$ cat config.mk
export PLATFORM = sky130hd
export DESIGN_NAME = mem_port_arbiter
export DESIGN_NICKNAME = d
export VERILOG_FILES = /design/src/rtl/mem_port_arbiter_pkg.sv /design/src/rtl/mem_port_arbiter.sv
export SDC_FILE = /design/constraint.sdc
export NUM_CORES = 1
export LEC_CHECK = 0
export ABC_AREA = 0
export CORE_AREA = 2 2 109 111
export CTS_BUF_LIST = sky130_fd_sc_hd__clkbuf_2
export DETAILED_ROUTE_END_ITERATION = 8
export DIE_AREA = 0 0 111 113
export GPL_TIMING_DRIVEN = 0
export PLACE_DENSITY = 0.69
export SLEW_MARGIN = 20
export SYNTH_ARGS = -nofsm -noshare
export SYNTH_HDL_FRONTEND = slang
export SYNTH_SLANG_ARGS = --single-unit
export TNS_END_PERCENT = 1
$ cat constraint.sdc
create_clock -name clk_i -period 7.1 [get_ports clk_i]
set_input_delay 1.42 -clock clk_i [delete_from_list [all_inputs] [get_ports clk_i]]
set_output_delay 1.42 -clock clk_i [all_outputs]
set_load 0.03 [all_outputs]
$ cat src/rtl/mem_port_arbiter_pkg.sv
// Shared types for the IF/MEM memory-port arbiter.
package mem_port_arbiter_pkg;

  localparam int unsigned MEM_ADDR_W = 32;
  localparam int unsigned MEM_DATA_W = 32;
  localparam int unsigned MEM_MASK_W = MEM_DATA_W / 8;

  // Arbiter transaction state: idle or waiting on the in-flight response.
  typedef enum logic [1:0] {
    ARB_IDLE    = 2'd0,
    ARB_WAIT_IF = 2'd1,
    ARB_WAIT_D  = 2'd2
  } arb_state_t;

  // Request payload presented to memory; the grant mux is one struct copy.
  typedef struct packed {
    logic [MEM_ADDR_W-1:0] addr;
    logic                  we;
    logic [MEM_DATA_W-1:0] wdata;
    logic [MEM_MASK_W-1:0] wmask;
  } mem_req_t;

  // Saturating increment for the fetch-starvation counter.
  function automatic logic [7:0] sat_inc(input logic [7:0] val, input logic [7:0] max_val);
    sat_inc = (val >= max_val) ? max_val : 8'(val + 8'd1);
  endfunction

endpackage

$ cat src/rtl/mem_port_arbiter.sv
// Shares one memory port between instruction fetch and load/store.
// One transaction in flight; data has priority, bounded by a fetch-starvation
// guard; fetch responses made stale by a flush are dropped.
module mem_port_arbiter
  import mem_port_arbiter_pkg::*;
#(
  parameter int unsigned ADDR_WIDTH      = MEM_ADDR_W,
  parameter int unsigned DATA_WIDTH      = MEM_DATA_W,
  parameter int unsigned MAX_DATA_GRANTS = 4
) (
  input  logic                    clk_i,
  input  logic                    reset_i,
  // instruction fetch requester
  input  logic                    ifetch_req_valid_i,
  input  logic [ADDR_WIDTH-1:0]   ifetch_req_addr_i,
  output logic                    ifetch_req_ready_o,
  input  logic                    ifetch_flush_i,
  output logic                    ifetch_resp_valid_o,
  output logic [DATA_WIDTH-1:0]   ifetch_resp_data_o,
  // load/store requester
  input  logic                    dmem_req_valid_i,
  input  logic [ADDR_WIDTH-1:0]   dmem_req_addr_i,
  input  logic                    dmem_req_we_i,
  input  logic [DATA_WIDTH-1:0]   dmem_req_wdata_i,
  input  logic [DATA_WIDTH/8-1:0] dmem_req_wmask_i,
  output logic                    dmem_req_ready_o,
  output logic                    dmem_resp_valid_o,
  output logic [DATA_WIDTH-1:0]   dmem_resp_data_o,
  // memory interface
  output logic                    mem_req_valid_o,
  input  logic                    mem_req_ready_i,
  output logic [ADDR_WIDTH-1:0]   mem_req_addr_o,
  output logic                    mem_req_we_o,
  output logic [DATA_WIDTH-1:0]   mem_req_wdata_o,
  output logic [DATA_WIDTH/8-1:0] mem_req_wmask_o,
  input  logic                    mem_resp_valid_i,
  input  logic [DATA_WIDTH-1:0]   mem_resp_data_i
);

  localparam int unsigned CNT_W = 8;

  // Elaboration checks on parameters.
  if (MAX_DATA_GRANTS < 1 || MAX_DATA_GRANTS > 255) begin : g_chk_max_grants
    $error("mem_port_arbiter: MAX_DATA_GRANTS must be in 1..255");
  end
  if (ADDR_WIDTH != MEM_ADDR_W || DATA_WIDTH != MEM_DATA_W) begin : g_chk_widths
    $error("mem_port_arbiter: bus widths must match mem_port_arbiter_pkg");
  end

  localparam logic [CNT_W-1:0] MAX_CNT = CNT_W'(MAX_DATA_GRANTS);

  arb_state_t       state_q, state_d;
  logic [CNT_W-1:0] starve_cnt_q, starve_cnt_d;
  logic             flushed_q, flushed_d;

  logic     starve_at_max;
  logic     grant_dmem;
  logic     grant_ifetch;
  mem_req_t dmem_req;
  mem_req_t ifetch_req;
  mem_req_t mem_req;

  // Requester payloads packed into the memory request format.
  always_comb begin
    dmem_req       = '0;
    dmem_req.addr  = dmem_req_addr_i;
    dmem_req.we    = dmem_req_we_i;
    dmem_req.wdata = dmem_req_wdata_i;
    dmem_req.wmask = dmem_req_wmask_i;
    ifetch_req      = '0;
    ifetch_req.addr = ifetch_req_addr_i;
  end

  // Idle grant selection: data first unless fetch has waited too long.
  always_comb begin
    starve_at_max = (starve_cnt_q == MAX_CNT);
    grant_dmem    = 1'b0;
    grant_ifetch  = 1'b0;
    if (state_q == ARB_IDLE && !reset_i) begin
      grant_dmem   = dmem_req_valid_i && !(ifetch_req_valid_i && starve_at_max);
      grant_ifetch = !grant_dmem && ifetch_req_valid_i;
    end
  end

  // Next-state, starvation/flush bookkeeping and port outputs.
  always_comb begin
    state_d             = state_q;
    starve_cnt_d        = starve_cnt_q;
    flushed_d           = flushed_q;
    mem_req             = '0;
    mem_req_valid_o     = 1'b0;
    ifetch_req_ready_o  = 1'b0;
    dmem_req_ready_o    = 1'b0;
    ifetch_resp_valid_o = 1'b0;
    ifetch_resp_data_o  = '0;
    dmem_resp_valid_o   = 1'b0;
    dmem_resp_data_o    = '0;

    case (state_q)
      ARB_IDLE: begin
        if (grant_dmem) begin
          mem_req          = dmem_req;
          mem_req_valid_o  = 1'b1;
          dmem_req_ready_o = mem_req_ready_i;
          if (mem_req_ready_i) begin
            state_d      = ARB_WAIT_D;
            starve_cnt_d = ifetch_req_valid_i ? sat_inc(starve_cnt_q, MAX_CNT) : '0;
          end
        end else if (grant_ifetch) begin
          mem_req            = ifetch_req;
          mem_req_valid_o    = 1'b1;
          ifetch_req_ready_o = mem_req_ready_i;
          if (mem_req_ready_i) begin
            state_d      = ARB_WAIT_IF;
            starve_cnt_d = '0;
            // A flush in the accept cycle already makes this fetch stale.
            flushed_d    = ifetch_flush_i;
          end
        end
      end

      ARB_WAIT_IF: begin
        if (mem_resp_valid_i) begin
          ifetch_resp_valid_o = !(flushed_q || ifetch_flush_i);
          ifetch_resp_data_o  = mem_resp_data_i;
          flushed_d           = 1'b0;
          state_d             = ARB_IDLE;
        end else if (ifetch_flush_i) begin
          flushed_d = 1'b1;
        end
      end

      ARB_WAIT_D: begin
        if (mem_resp_valid_i) begin
          dmem_resp_valid_o = 1'b1;
          dmem_resp_data_o  = mem_resp_data_i;
          state_d           = ARB_IDLE;
        end
      end

      default: begin
        state_d = ARB_IDLE;
      end
    endcase
  end

  // Memory request fields from the selected payload.
  always_comb begin
    mem_req_addr_o  = mem_req.addr;
    mem_req_we_o    = mem_req.we;
    mem_req_wdata_o = mem_req.wdata;
    mem_req_wmask_o = mem_req.wmask;
  end

  // State registers; reset drops any outstanding transaction.
  always_ff @(posedge clk_i or posedge reset_i) begin
    if (reset_i) begin
      state_q      <= ARB_IDLE;
      starve_cnt_q <= '0;
      flushed_q    <= 1'b0;
    end else begin
      state_q      <= state_d;
      starve_cnt_q <= starve_cnt_d;
      flushed_q    <= flushed_d;
    end
  end

endmodule

---- Yosys cells after proc, flatten, opt, wreduce, memory -nomap -nowiden ----
Cells that the tools add are included.
Widths: inputs -> output; s select.
word-level totals
  output and inout bits ................... 138
  bits of input ports ..................... 140
  word-level logic and storage cells ...... 72
  bits in registers ....................... 11
cells by class
  eq/ne operators ......................... 13
  mux-type cells .......................... 38
  order comparisons ....................... 1
  add/sub/neg operators ................... 1
  reductions and logical operators ........ 16
operator list
  cell                 count
  $mux 69              3
  $mux 32              3
  $mux 8               6
  $mux 1               19
  $ne 3x3->1 const B   4
  $mux 2               5
  $ne 2x2->1 const B   5
  $add 8x1->8 const B  1
  $eq 8x3->1 const B   1
  $ge 8x3->1 const B   1
  $reduce_and 4->1     2
  $reduce_and 5->1     1
  $logic_and 1x1->1    4
  $logic_not 1->1      4
  $pmux 2 s2           1
  $reduce_bool 2->1    2
  $eq 2x1->1 const B   1
  $eq 2x2->1 const B   1
  $logic_not 2->1      1
  $ne 2x1->1 const B   1
  $pmux 1 s2           1
  $reduce_or 2->1      1
  $logic_or 1x1->1     1

---- Longest topological paths before layout ----
Gate-level depths: netlist (run 1).
  word-level depth ........................ 10
  mapped depth ............................ 8
  mapped depth without buffers ............ 6

---- Worst setup path before layout (run 1) ----
OpenSTA, ideal clock, no wires.
  kind .................................... in2out
  start point ............................. input port ifetch_req_valid_i
  end point ............................... output port mem_req_addr_o[23]
  buffers on the path ..................... 2
  data required time ...................... 5680 ps
  data arrival time ....................... 2728 ps
  stages .................................. 5
  slack ................................... 2952 ps
  cells stage by stage .................... nor4b_1 -> a31oi_1 -> clkbuf_1 -> clkbuf_1 -> a22o_1
between the ends
  word-level cells in the longest chain between the ends .. 9
  elaborated cells between the ends (all ways) .. 10
  those cells by class .................... mux (5); reduce/logical (5)
ends and longest elaborated chain
  what               line                     text
  from (decl)        mem_port_arbiter.sv:14   input logic ifetch_req_valid_i,
  $logic_and 1x1->1  mem_port_arbiter.sv:80   grant_dmem = dmem_req_valid_i && !(ifetch_req_valid_i && starve_at_max);
  $logic_not 1->1    mem_port_arbiter.sv:80
  $logic_and 1x1->1  mem_port_arbiter.sv:80
  $logic_not 1->1    mem_port_arbiter.sv:81   grant_ifetch = !grant_dmem && ifetch_req_valid_i;
  $logic_and 1x1->1  mem_port_arbiter.sv:81
  $mux 1             mem_port_arbiter.sv:79   if (state_q == ARB_IDLE && !reset_i) begin
  $mux 69            mem_port_arbiter.sv:109  end else if (grant_ifetch) begin
  $mux 69 (*)        mem_port_arbiter.sv:101  if (grant_dmem) begin
  $mux 69 (*)        mem_port_arbiter.sv:99   case (state_q)
  to (decl)          mem_port_arbiter.sv:32   output logic [ADDR_WIDTH-1:0] mem_req_addr_o,
Every way passes the cells marked *; elsewhere a longest branch is shown, timed or not.

---- Worst setup path after layout (run 1) ----
Same ends and word-level chain as after synthesis.

==> results of run 1 <==
-- power by group through the flow --
stage | clock network (W) | logic [W] | registers, W
global route | 0.0000438 | 0.000757 | 0.0000856
global placement | 0 | 0.000704 | 0.0000842
floorplan | 0 | 0.000392 | 0.0000828
CTS | 0.0000389 | 0.000717 | 0.0000837
finish | 0.0000379 | 0.000714 | 0.0000839
detailed placement | 0 | 0.000714 | 0.0000851
-- synthesized netlist by cell type (all sizes together) (2+ instances only) --
cell type and n:
and2 42, ha 5, buf 3, o21ai 4, and3 64, nand3b 2
or3 2, a21oi 3, mux2 2, clkbuf 21, nor2 8, nand3 2
o21a 3, dfrtp 11, nor3 2, a22o 34, nand2 7, inv 6
nand2b 3
-- metal layers --
metal | part of all wire | GRT usage | vias up
met3 | 0.051 | 0.0284 | 12
met4 | 0.010 | 0.0300 | 0
met2 | 0.52 | 0.303 | 126
met5 | 0 | 0 | -
li1 | - | - | 1415
met1 | 0.42 | 0.210 | 1348
-- metrics by stage --
| step | area, um^2 | hold slack, ns | power (W) | setup WS [ns] |
|---|---|---|---|---|
| after floorplan | 1750 | 0.471 | 0.000475 | 2.95 |
| after global placement | 4700 | 0.502 | 0.000788 | 1.36 |
| after detailed placement | 4700 | 0.519 | 0.000799 | 1.34 |
| after CTS | 4720 | 0.549 | 0.000839 | 1.33 |
| after global routing | 4720 | 0.588 | 0.000886 | 1.09 |
| final | 4720 | 0.543 | 0.000836 | 1.39 |
-- final timing paths --
check / from / to / slack, ns / depth (start not counted)
setup / recovery: ifetch_req_valid_i / mem_req_addr_o[23] / 1.39 / 7
hold / removal: flushed_q$_DFFE_PP0P_ / flushed_q$_DFFE_PP0P_ / 0.54 / 2
setup reg to reg: state_q[0]$_DFFE_PP0P_ / flushed_q$_DFFE_PP0P_ / 4.70 / 8
hold reg to reg: flushed_q$_DFFE_PP0P_ / flushed_q$_DFFE_PP0P_ / 0.54 / 2
max in group asynchronous: reset_i / starve_cnt_q[3]$_DFFE_PP0P_ / 5.24 / 2
min in group asynchronous: reset_i / starve_cnt_q[2]$_DFFE_PP0P_ / 1.57 / 2
-- state kept, by name, indices dropped and copies added (netlist names) --
signal	flops
flushed_q	1
starve_cnt_q	8
state_q	2
-- critical path, cell delays in order --
cell and delay [ns]:
sky130_fd_sc_hd__clkdlybuf4s50_1 0.53, sky130_fd_sc_hd__nor4b_1 0.23, sky130_fd_sc_hd__a31oi_1 0.29, sky130_fd_sc_hd__clkbuf_1 0.44, sky130_fd_sc_hd__clkbuf_1 0.45, sky130_fd_sc_hd__a22o_1 0.25, sky130_fd_sc_hd__clkdlybuf4s50_1 0.67
-- cell families (layout without fill, tap and decap cells) --
| logic type | count (synthesis) | in the layout | share of synthesized area |
|---|---|---|---|
| mux | 3 | 3 | 0.0186 |
| flops | 11 | 11 | 0.158 |
| simple gates | 138 | 138 | 0.483 |
| buf+inv | 30 | 311 | 0.0774 |
| compound gates | 48 | 48 | 0.227 |
| fa+ha+maj | 5 | 5 | 0.0358 |
-- cells in the final DEF, fill, tap and decap left out, types with 3 or more instances in the layout --
cell type | synthesis | final
sky130_fd_sc_hd__clkdlybuf4s50_1 | 0 | 277
sky130_fd_sc_hd__and3_1 | 64 | 64
sky130_fd_sc_hd__and2_1 | 42 | 42
sky130_fd_sc_hd__a22o_1 | 33 | 33
sky130_fd_sc_hd__clkbuf_1 | 21 | 21
sky130_fd_sc_hd__dfrtp_1 | 11 | 11
sky130_fd_sc_hd__nor2_1 | 8 | 8
sky130_fd_sc_hd__nand2_1 | 7 | 7
sky130_fd_sc_hd__inv_1 | 6 | 6
sky130_fd_sc_hd__ha_1 | 5 | 5
sky130_fd_sc_hd__o21ai_0 | 4 | 4
sky130_fd_sc_hd__clkbuf_2 | 0 | 4
sky130_fd_sc_hd__nand2b_1 | 3 | 3
sky130_fd_sc_hd__o21a_1 | 3 | 3
sky130_fd_sc_hd__a21oi_1 | 3 | 3
sky130_fd_sc_hd__buf_6 | 3 | 3
-- layout make-up --
cell class / count / share of cell area
multi-input combinational: 194 / 0.283
buffer: 24 / 0.0239
sequential: 11 / 0.0584
tap: 143 / 0.0379
timing repair buffer: 277 / 0.588
clock buffer: 4 / 0.00424
inverter: 6 / 0.00477
==> impl_summary.log, run 1 <==
[metrics] outcome: finished clean
[metrics] via count of the first global-routing pass: 2918
[metrics] number of diodes: 0
[metrics] TritonCTS clock tree: done
[metrics] WL final: ~11000 um
[metrics] Inst Count DP: 655
[metrics] portion of total power attributed to sequential cells: 0.100
[metrics] maximum capacitance violations: 0
[metrics] Via Count: 2901
[metrics] number of detailed-routing iterations run before antenna repair: 4
[metrics] Leakage: 2.01 nW
[metrics] Warnings, synthesis: 0
[metrics] Post-synth EDFFs: 0
[metrics] highest clock frequency the design can meet: 0.175 GHz
[metrics] top fanout value on the critical path: 10
[metrics] setup violators final: 0
[metrics] standard cell core area: roughly 11000 um^2
[metrics] overall global routing resource usage: 0.167
[metrics] total of buffers placed on input and output ports: 277
[metrics] clock tree root buffer cell: sky130_fd_sc_hd__clkbuf_2
[metrics] switch share: 0.507
[metrics] flip-flop and latch count after synthesis: 11
[metrics] worst clock skew on the final layout: 0.00380 ns
[metrics] starting utilization of the core area: 0.155
[metrics] worst path arrival time: 4.29 ns
[metrics] global-route wire length before repair: 16900 um
[metrics] proportion of register bits with asynchronous set or reset after synthesis: 1.00
[metrics] initial detailed-routing violation count: 286
[metrics] RSZ-0062 raised after global routing: false
[metrics] Worst slew margin: 0.673
[metrics] DRC violations left: 0
[metrics] slew of the pin with the lowest slew margin: 0.491 ns
[metrics] post-synth design cell area: roughly 1700 um^2
[metrics] Tmin final: 5.71 ns
[metrics] placer congestion estimate: a little over 0.9
[metrics] antenna violations before repair: 0
[metrics] filler cell count in the final layout: 1155
[metrics] switching pwr: 0.000424 W
[metrics] clock network latency to the later pin of the worst-skew pair: 0.26 ns
[metrics] clk slew on worst S/H paths: roughly 0.12 ns
[metrics] Syn Nets: 380
[metrics] number of cells produced by synthesis: 235
[metrics] Via density: 4.40
[metrics] number of distinct library cells after synthesis: 32
[metrics] final standard cell count with taps included and fillers excluded: 659
[metrics] total area of multi-input combinational cells: around 1300 um^2
[metrics] CTS-repair resized insts: 0
[metrics] Tcrit/Tclk final: 0.805
[metrics] P&R area growth vs syn: 170%
[metrics] die area: 12500 um^2
[metrics] post-route ant nets: 0
[metrics] clock share of power: 0.045
[metrics] count of boundary I/O pins: 278
[metrics] endpoint kind of the worst setup timing path: output port
[metrics] total internal power: roughly 0.00041 W
[metrics] sequential standard cell area: about 280 um^2
[metrics] maximum number of buffers from clock root to sink: 2
[metrics] Post-Route Utilization: 0.418
[metrics] CTS Hold Bufs: 0
[metrics] biggest area contributors in the synthesized netlist: sky130_fd_sc_hd__and3_1 23%, sky130_fd_sc_hd__a22o_1 17%, sky130_fd_sc_hd__dfrtp_1 16%
[metrics] overflow left after global routing: 0
[metrics] HPWL Detailed: 9750 um
[metrics] Hold Vio Cnt, Final: 0
[metrics] x dimension of the die: ~110 um
[metrics] top-area cell type share of the netlist area: 0.229
[metrics] most area-hungry cell type in the Yosys netlist: sky130_fd_sc_hd__and3_1
[metrics] startpoint-to-endpoint class of the critical path: in2out
[metrics] maximum VDD drop: 65.6 uV
[metrics] Critical Path RT: between 5 and 6 ns
[metrics] part of the total power dissipated in combinational logic: 0.854
[metrics] Total Nets Final: about 660
[metrics] power density relative to cell area: 177 nW/um^2
[metrics] height of the die: between 100 and 150 um
[metrics] largest net degree at the start of global routing: 12
[metrics] element type at the critical path start: primary input
[metrics] Avg Cell Area, Syn: 7.43 um^2
[metrics] Min-Delay Path Class: reg2reg
[metrics] accumulated negative setup slack: 0 ns
[metrics] number of CTS-inserted buffers: 3
[metrics] sequential element share of the synthesized area: 0.158
[metrics] sink count of the clock tree: 11
[metrics] Final Max Slew Viols: 0
[metrics] number of rows in the core area: 39
[metrics] fraction of layout instances using a drive strength above 1: 0.0252
[metrics] buffers inserted during post-CTS setup optimization: 0
[metrics] routed wire length per instance: 17.2 um
[metrics] most frequently used flop master after synthesis: sky130_fd_sc_hd__dfrtp_1
[metrics] CTS H-Tree Depth: 1
Power figures use the tool's default switching activity.
==> run 2: changes to the inputs <==
--- a/config.mk
+++ b/config.mk
@@ -11,7 +11,7 @@
 export DETAILED_ROUTE_END_ITERATION = 8
 export DIE_AREA = 0 0 111 113
 export GPL_TIMING_DRIVEN = 0
-export PLACE_DENSITY = 0.69
+export PLACE_DENSITY = 0.72
 export SLEW_MARGIN = 20
 export SYNTH_ARGS = -nofsm -noshare
 export SYNTH_HDL_FRONTEND = slang
==> constraint.sdc (replaced) <==
create_clock -name clk_i -period 5.1 [get_ports clk_i]
set_input_delay 1.02 -clock clk_i [delete_from_list [all_inputs] [get_ports clk_i]]
set_output_delay 1.02 -clock clk_i [all_outputs]
set_load 0.03 [all_outputs]
==> run 2 against run 1 <==
Compared with the run above: worst setup slack got worse by 1.0 ns; critical path depth unchanged; largest power group unchanged; register-to-register slack got worse by 1.9 ns; highest routed layer unchanged; combinational power is 38% higher; first-iteration DRC count down 38%; global-route usage is 0.71 points lower; largest cell class unchanged; critical path type unchanged; sequential share of layout area barely moved; total power is 38% higher.
==> impl_summary.log, run 2 (synthesis gave the netlist of run 1 again) <==
[metrics] outcome: finished clean (unchanged)
[metrics] part of the total power dissipated in combinational logic: 0.855 (was 0.854)
[metrics] Hold Crit Start: flushed_q$_DFFE_PP0P_ (unchanged)
[metrics] P&R area growth vs syn: 170% (about the same)
[metrics] via count of the first global-routing pass: 2809 (was 2918)
[metrics] Tcrit/Tclk final: 0.930
[metrics] final worst setup slack: 0.357 ns (was 1.39 ns)
[metrics] TritonCTS clock tree: done (unchanged)
[metrics] register-to-register setup slack: 2.85 ns (was 4.70 ns)
[metrics] total of buffers placed on input and output ports: 277 (unchanged)
[metrics] initial detailed-routing violation count: 176 (was 286)
[metrics] routed wire length per instance: 16.6 um (was 17.2 um)
[metrics] top library cells by usage in the layout, fill and taps aside: 277 x sky130_fd_sc_hd__clkdlybuf4s50_1, 64 x sky130_fd_sc_hd__and3_1, 42 x sky130_fd_sc_hd__and2_1 (unchanged)
[metrics] number of instances on the worst hold path: 2 (unchanged)
[metrics] height of the die: 113 um (unchanged)
[metrics] number of rows in the core area: 39 (unchanged)
[metrics] placer congestion estimate: 0.893 (was 0.907)
[metrics] startpoint-to-endpoint class of the critical path: in2out (unchanged)
[metrics] switching pwr: 0.000581 W (was 0.000424 W)
[metrics] portion of total power attributed to sequential cells: 0.101 (was 0.100)
[metrics] overflow left after global routing: 0 (unchanged)
[metrics] Via Count: 2929 (was 2901)
[metrics] Final Max Slew Viols: 0 (unchanged)
[metrics] number of detailed-routing iterations run before antenna repair: 4 (unchanged)
[metrics] setup violators final: 0 (unchanged)
[metrics] fraction of layout instances using a drive strength above 1: 0.0271 (was 0.0252)
[metrics] switch share: 0.503 (was 0.507)
[metrics] worst clock skew on the final layout: 0.0126 ns (was 0.00380 ns)
[metrics] startpoint of the most critical register-to-register path: state_q[0]$_DFFE_PP0P_ (unchanged)
[metrics] maximum capacitance violations: 0 (unchanged)
[metrics] power density relative to cell area: 244 nW/um^2 (was 177 nW/um^2)
[metrics] clock network latency to the later pin of the worst-skew pair: 0.26 ns (about the same)
[metrics] count of boundary I/O pins: 278 (unchanged)
[metrics] Endpoint, Worst Hold: flushed_q$_DFFE_PP0P_ (unchanged)
[metrics] element type at the critical path start: primary input (unchanged)
[metrics] Tmin final: between 4 and 5 ns
[metrics] accumulated negative setup slack: 0 ns (unchanged)
[metrics] worst path arrival time: 3.72 ns (was 4.29 ns)
[metrics] flip-flop count of the largest register after layout: 8 (unchanged)
[metrics] HPWL Detailed: 9540 um (was 9750 um)
[metrics] clk slew on worst S/H paths: 0.12 ns (about the same)
[metrics] die area: 12500 um^2 (unchanged)
[metrics] number of CTS-inserted buffers: 3 (unchanged)
[metrics] reg2reg end: flushed_q$_DFFE_PP0P_ (unchanged)
[metrics] sink count of the clock tree: 11 (unchanged)
[metrics] top fanout value on the critical path: 10 (unchanged)
[metrics] WL final: 11000 um (was 11400 um)
[metrics] antenna violations before repair: 0 (unchanged)
[metrics] total internal power: 0.000573 W (was 0.000412 W)
[metrics] Total Nets Final: 662 (unchanged)
[metrics] maximum number of buffers from clock root to sink: 2 (unchanged)
[metrics] overall global routing resource usage: 0.160 (was 0.167)
[metrics] global-route wire length before repair: 16200 um (was 16900 um)
[metrics] post-route ant nets: 0 (unchanged)
[metrics] maximum VDD drop: 104 uV (was 65.6 uV)
[metrics] slew of the pin with the lowest slew margin: 0.469 ns (was 0.491 ns)
[metrics] Critical Path RT: 4.08 ns (was 5.68 ns)
[metrics] DRC violations left: 0 (unchanged)
[metrics] highest clock frequency the design can meet: around 0.21 GHz
[metrics] x dimension of the die: 111 um (unchanged)
[metrics] starting utilization of the core area: 0.155 (unchanged)
[metrics] standard cell core area: 11300 um^2 (unchanged)
[metrics] largest net degree at the start of global routing: 12 (unchanged)
[metrics] clock share of power: 0.044 (was 0.045)
[metrics] filler cell count in the final layout: 1104 (was 1155)
[metrics] Hold Vio Cnt, Final: 0 (unchanged)
[metrics] Min-Delay Path Class: reg2reg (unchanged)
[metrics] RSZ-0062 raised after global routing: false (unchanged)
[metrics] Via density: 4.44 (was 4.40)
[metrics] Worst Setup Slack post-DPL: 0.111 ns (was 1.34 ns)
[metrics] most common cell after layout, fill and taps aside: sky130_fd_sc_hd__clkdlybuf4s50_1 (unchanged)
[metrics] Leakage: 2.01 nW (about the same)
[metrics] buffers inserted during post-CTS setup optimization: 0 (unchanged)
[metrics] register bank with the most flops: starve_cnt_q (unchanged)
[metrics] number of diodes: 0 (unchanged)
[metrics] endpoint kind of the worst setup timing path: output port (unchanged)
[metrics] leading registers by flop count: starve_cnt_q (8), state_q (2), flushed_q (1) (unchanged)
[metrics] CTS H-Tree Depth: 1 (unchanged)
[metrics] clock tree root buffer cell: sky130_fd_sc_hd__clkbuf_2 (unchanged)
[metrics] Worst slew margin: 0.687 (was 0.673)
[metrics] worst reg2reg path depth: 8 (unchanged)
[run 2: worst max-delay path by stage]
stage / startpoint / end / slack [ns] / cells after the start
global route: ifetch_req_valid_i / mem_req_addr_o[24] / 0.12 / 7
floorplan: ifetch_req_valid_i / mem_req_addr_o[23] / 1.75 / 5
global placement: ifetch_req_valid_i / mem_req_addr_o[24] / 0.13 / 7
finish: ifetch_req_valid_i / mem_req_addr_o[24] / 0.36 / 7
detailed placement: ifetch_req_valid_i / mem_req_addr_o[24] / 0.11 / 7
CTS: ifetch_req_valid_i / mem_req_addr_o[24] / 0.10 / 7
[run 2: final cells by class]
| class | count | area (um^2) | area share |
|---|---|---|---|
| Timing Repair Buffer | 277 | 2770 | 0.588 |
| Multi-Input combinational cell | 194 | 1340 | 0.283 |
| Sequential cell | 11 | 275 | 0.0583 |
| Tap cell | 143 | 179 | 0.0379 |
| Buffer | 24 | 114 | 0.0241 |
| Inverter | 6 | 22.5 | 0.00477 |
| Clock buffer | 4 | 20.0 | 0.00424 |
[run 2: what timing repair did]
action | CTS | global route
endpoints found under the setup margin | 0 | 8
resized for setup | 0 | 2
hold buffers | 0 | 0
endpoints found under the hold margin | 0 | 0
[run 2: metal layers]
metal  track usage  vias up  routed length (um)
met2         0.297      122                5770
li1              -     1420                   -
met3        0.0391       12                 695
met5             0        -                   0
met4        0.0308        0                 155
met1         0.189     1375                4340
[run 2: metrics by stage]
step                      power, W  instances  hold WS [ns]  cell area [um^2]  utilization
after floorplan           0.000661        235         0.471              1750            -
final                      0.00115        659         0.536              4720        0.419
after global placement     0.00109        655         0.500              4700        0.417
after CTS                  0.00116        659         0.548              4720        0.418
after global routing       0.00122        659         0.581              4720        0.419
after detailed placement   0.00111        655         0.520              4700        0.417
[run 2: power groups by stage]
stage	Clock, W	Combinational, W	Sequential (W)
CTS	0.0000541	0.000991	0.000117
finish	0.0000503	0.000986	0.000117
global placement	0	0.000975	0.000117
global route	0.0000579	0.00105	0.000120
detailed placement	0	0.000988	0.000119
floorplan	0	0.000546	0.000115
[run 2: critical path, cell delays in order]
cell                              delay (ns)
sky130_fd_sc_hd__clkdlybuf4s50_1        0.51
sky130_fd_sc_hd__nor4b_1                0.22
sky130_fd_sc_hd__a31oi_1                0.31
sky130_fd_sc_hd__clkbuf_2               0.32
sky130_fd_sc_hd__clkbuf_1               0.41
sky130_fd_sc_hd__a22o_1                 0.25
sky130_fd_sc_hd__clkdlybuf4s50_1        0.67
==> run 3: changes to the inputs <==
--- a/config.mk
+++ b/config.mk
@@ -11,7 +11,7 @@
 export DETAILED_ROUTE_END_ITERATION = 8
 export DIE_AREA = 0 0 111 113
 export GPL_TIMING_DRIVEN = 0
-export PLACE_DENSITY = 0.72
+export PLACE_DENSITY = 0.69
 export SLEW_MARGIN = 20
 export SYNTH_ARGS = -nofsm -noshare
 export SYNTH_HDL_FRONTEND = slang
==> constraint.sdc (replaced) <==
create_clock -name clk_i -period 5.8 [get_ports clk_i]
set_input_delay 1.16 -clock clk_i [delete_from_list [all_inputs] [get_ports clk_i]]
set_output_delay 1.16 -clock clk_i [all_outputs]
set_load 0.03 [all_outputs]
==> results of run 3 <==
The final DEF is identical to that of run 1. Status: finished clean.
Main changes from that run: setup slack after placement 1.34 ns -> 0.558 ns; setup slack after layout 1.39 ns -> 0.608 ns; register-to-register setup slack 4.70 ns -> 3.40 ns; total power 0.000836 W -> 0.00102 W; worst IR drop on VDD 65.6 uV -> 80.3 uV
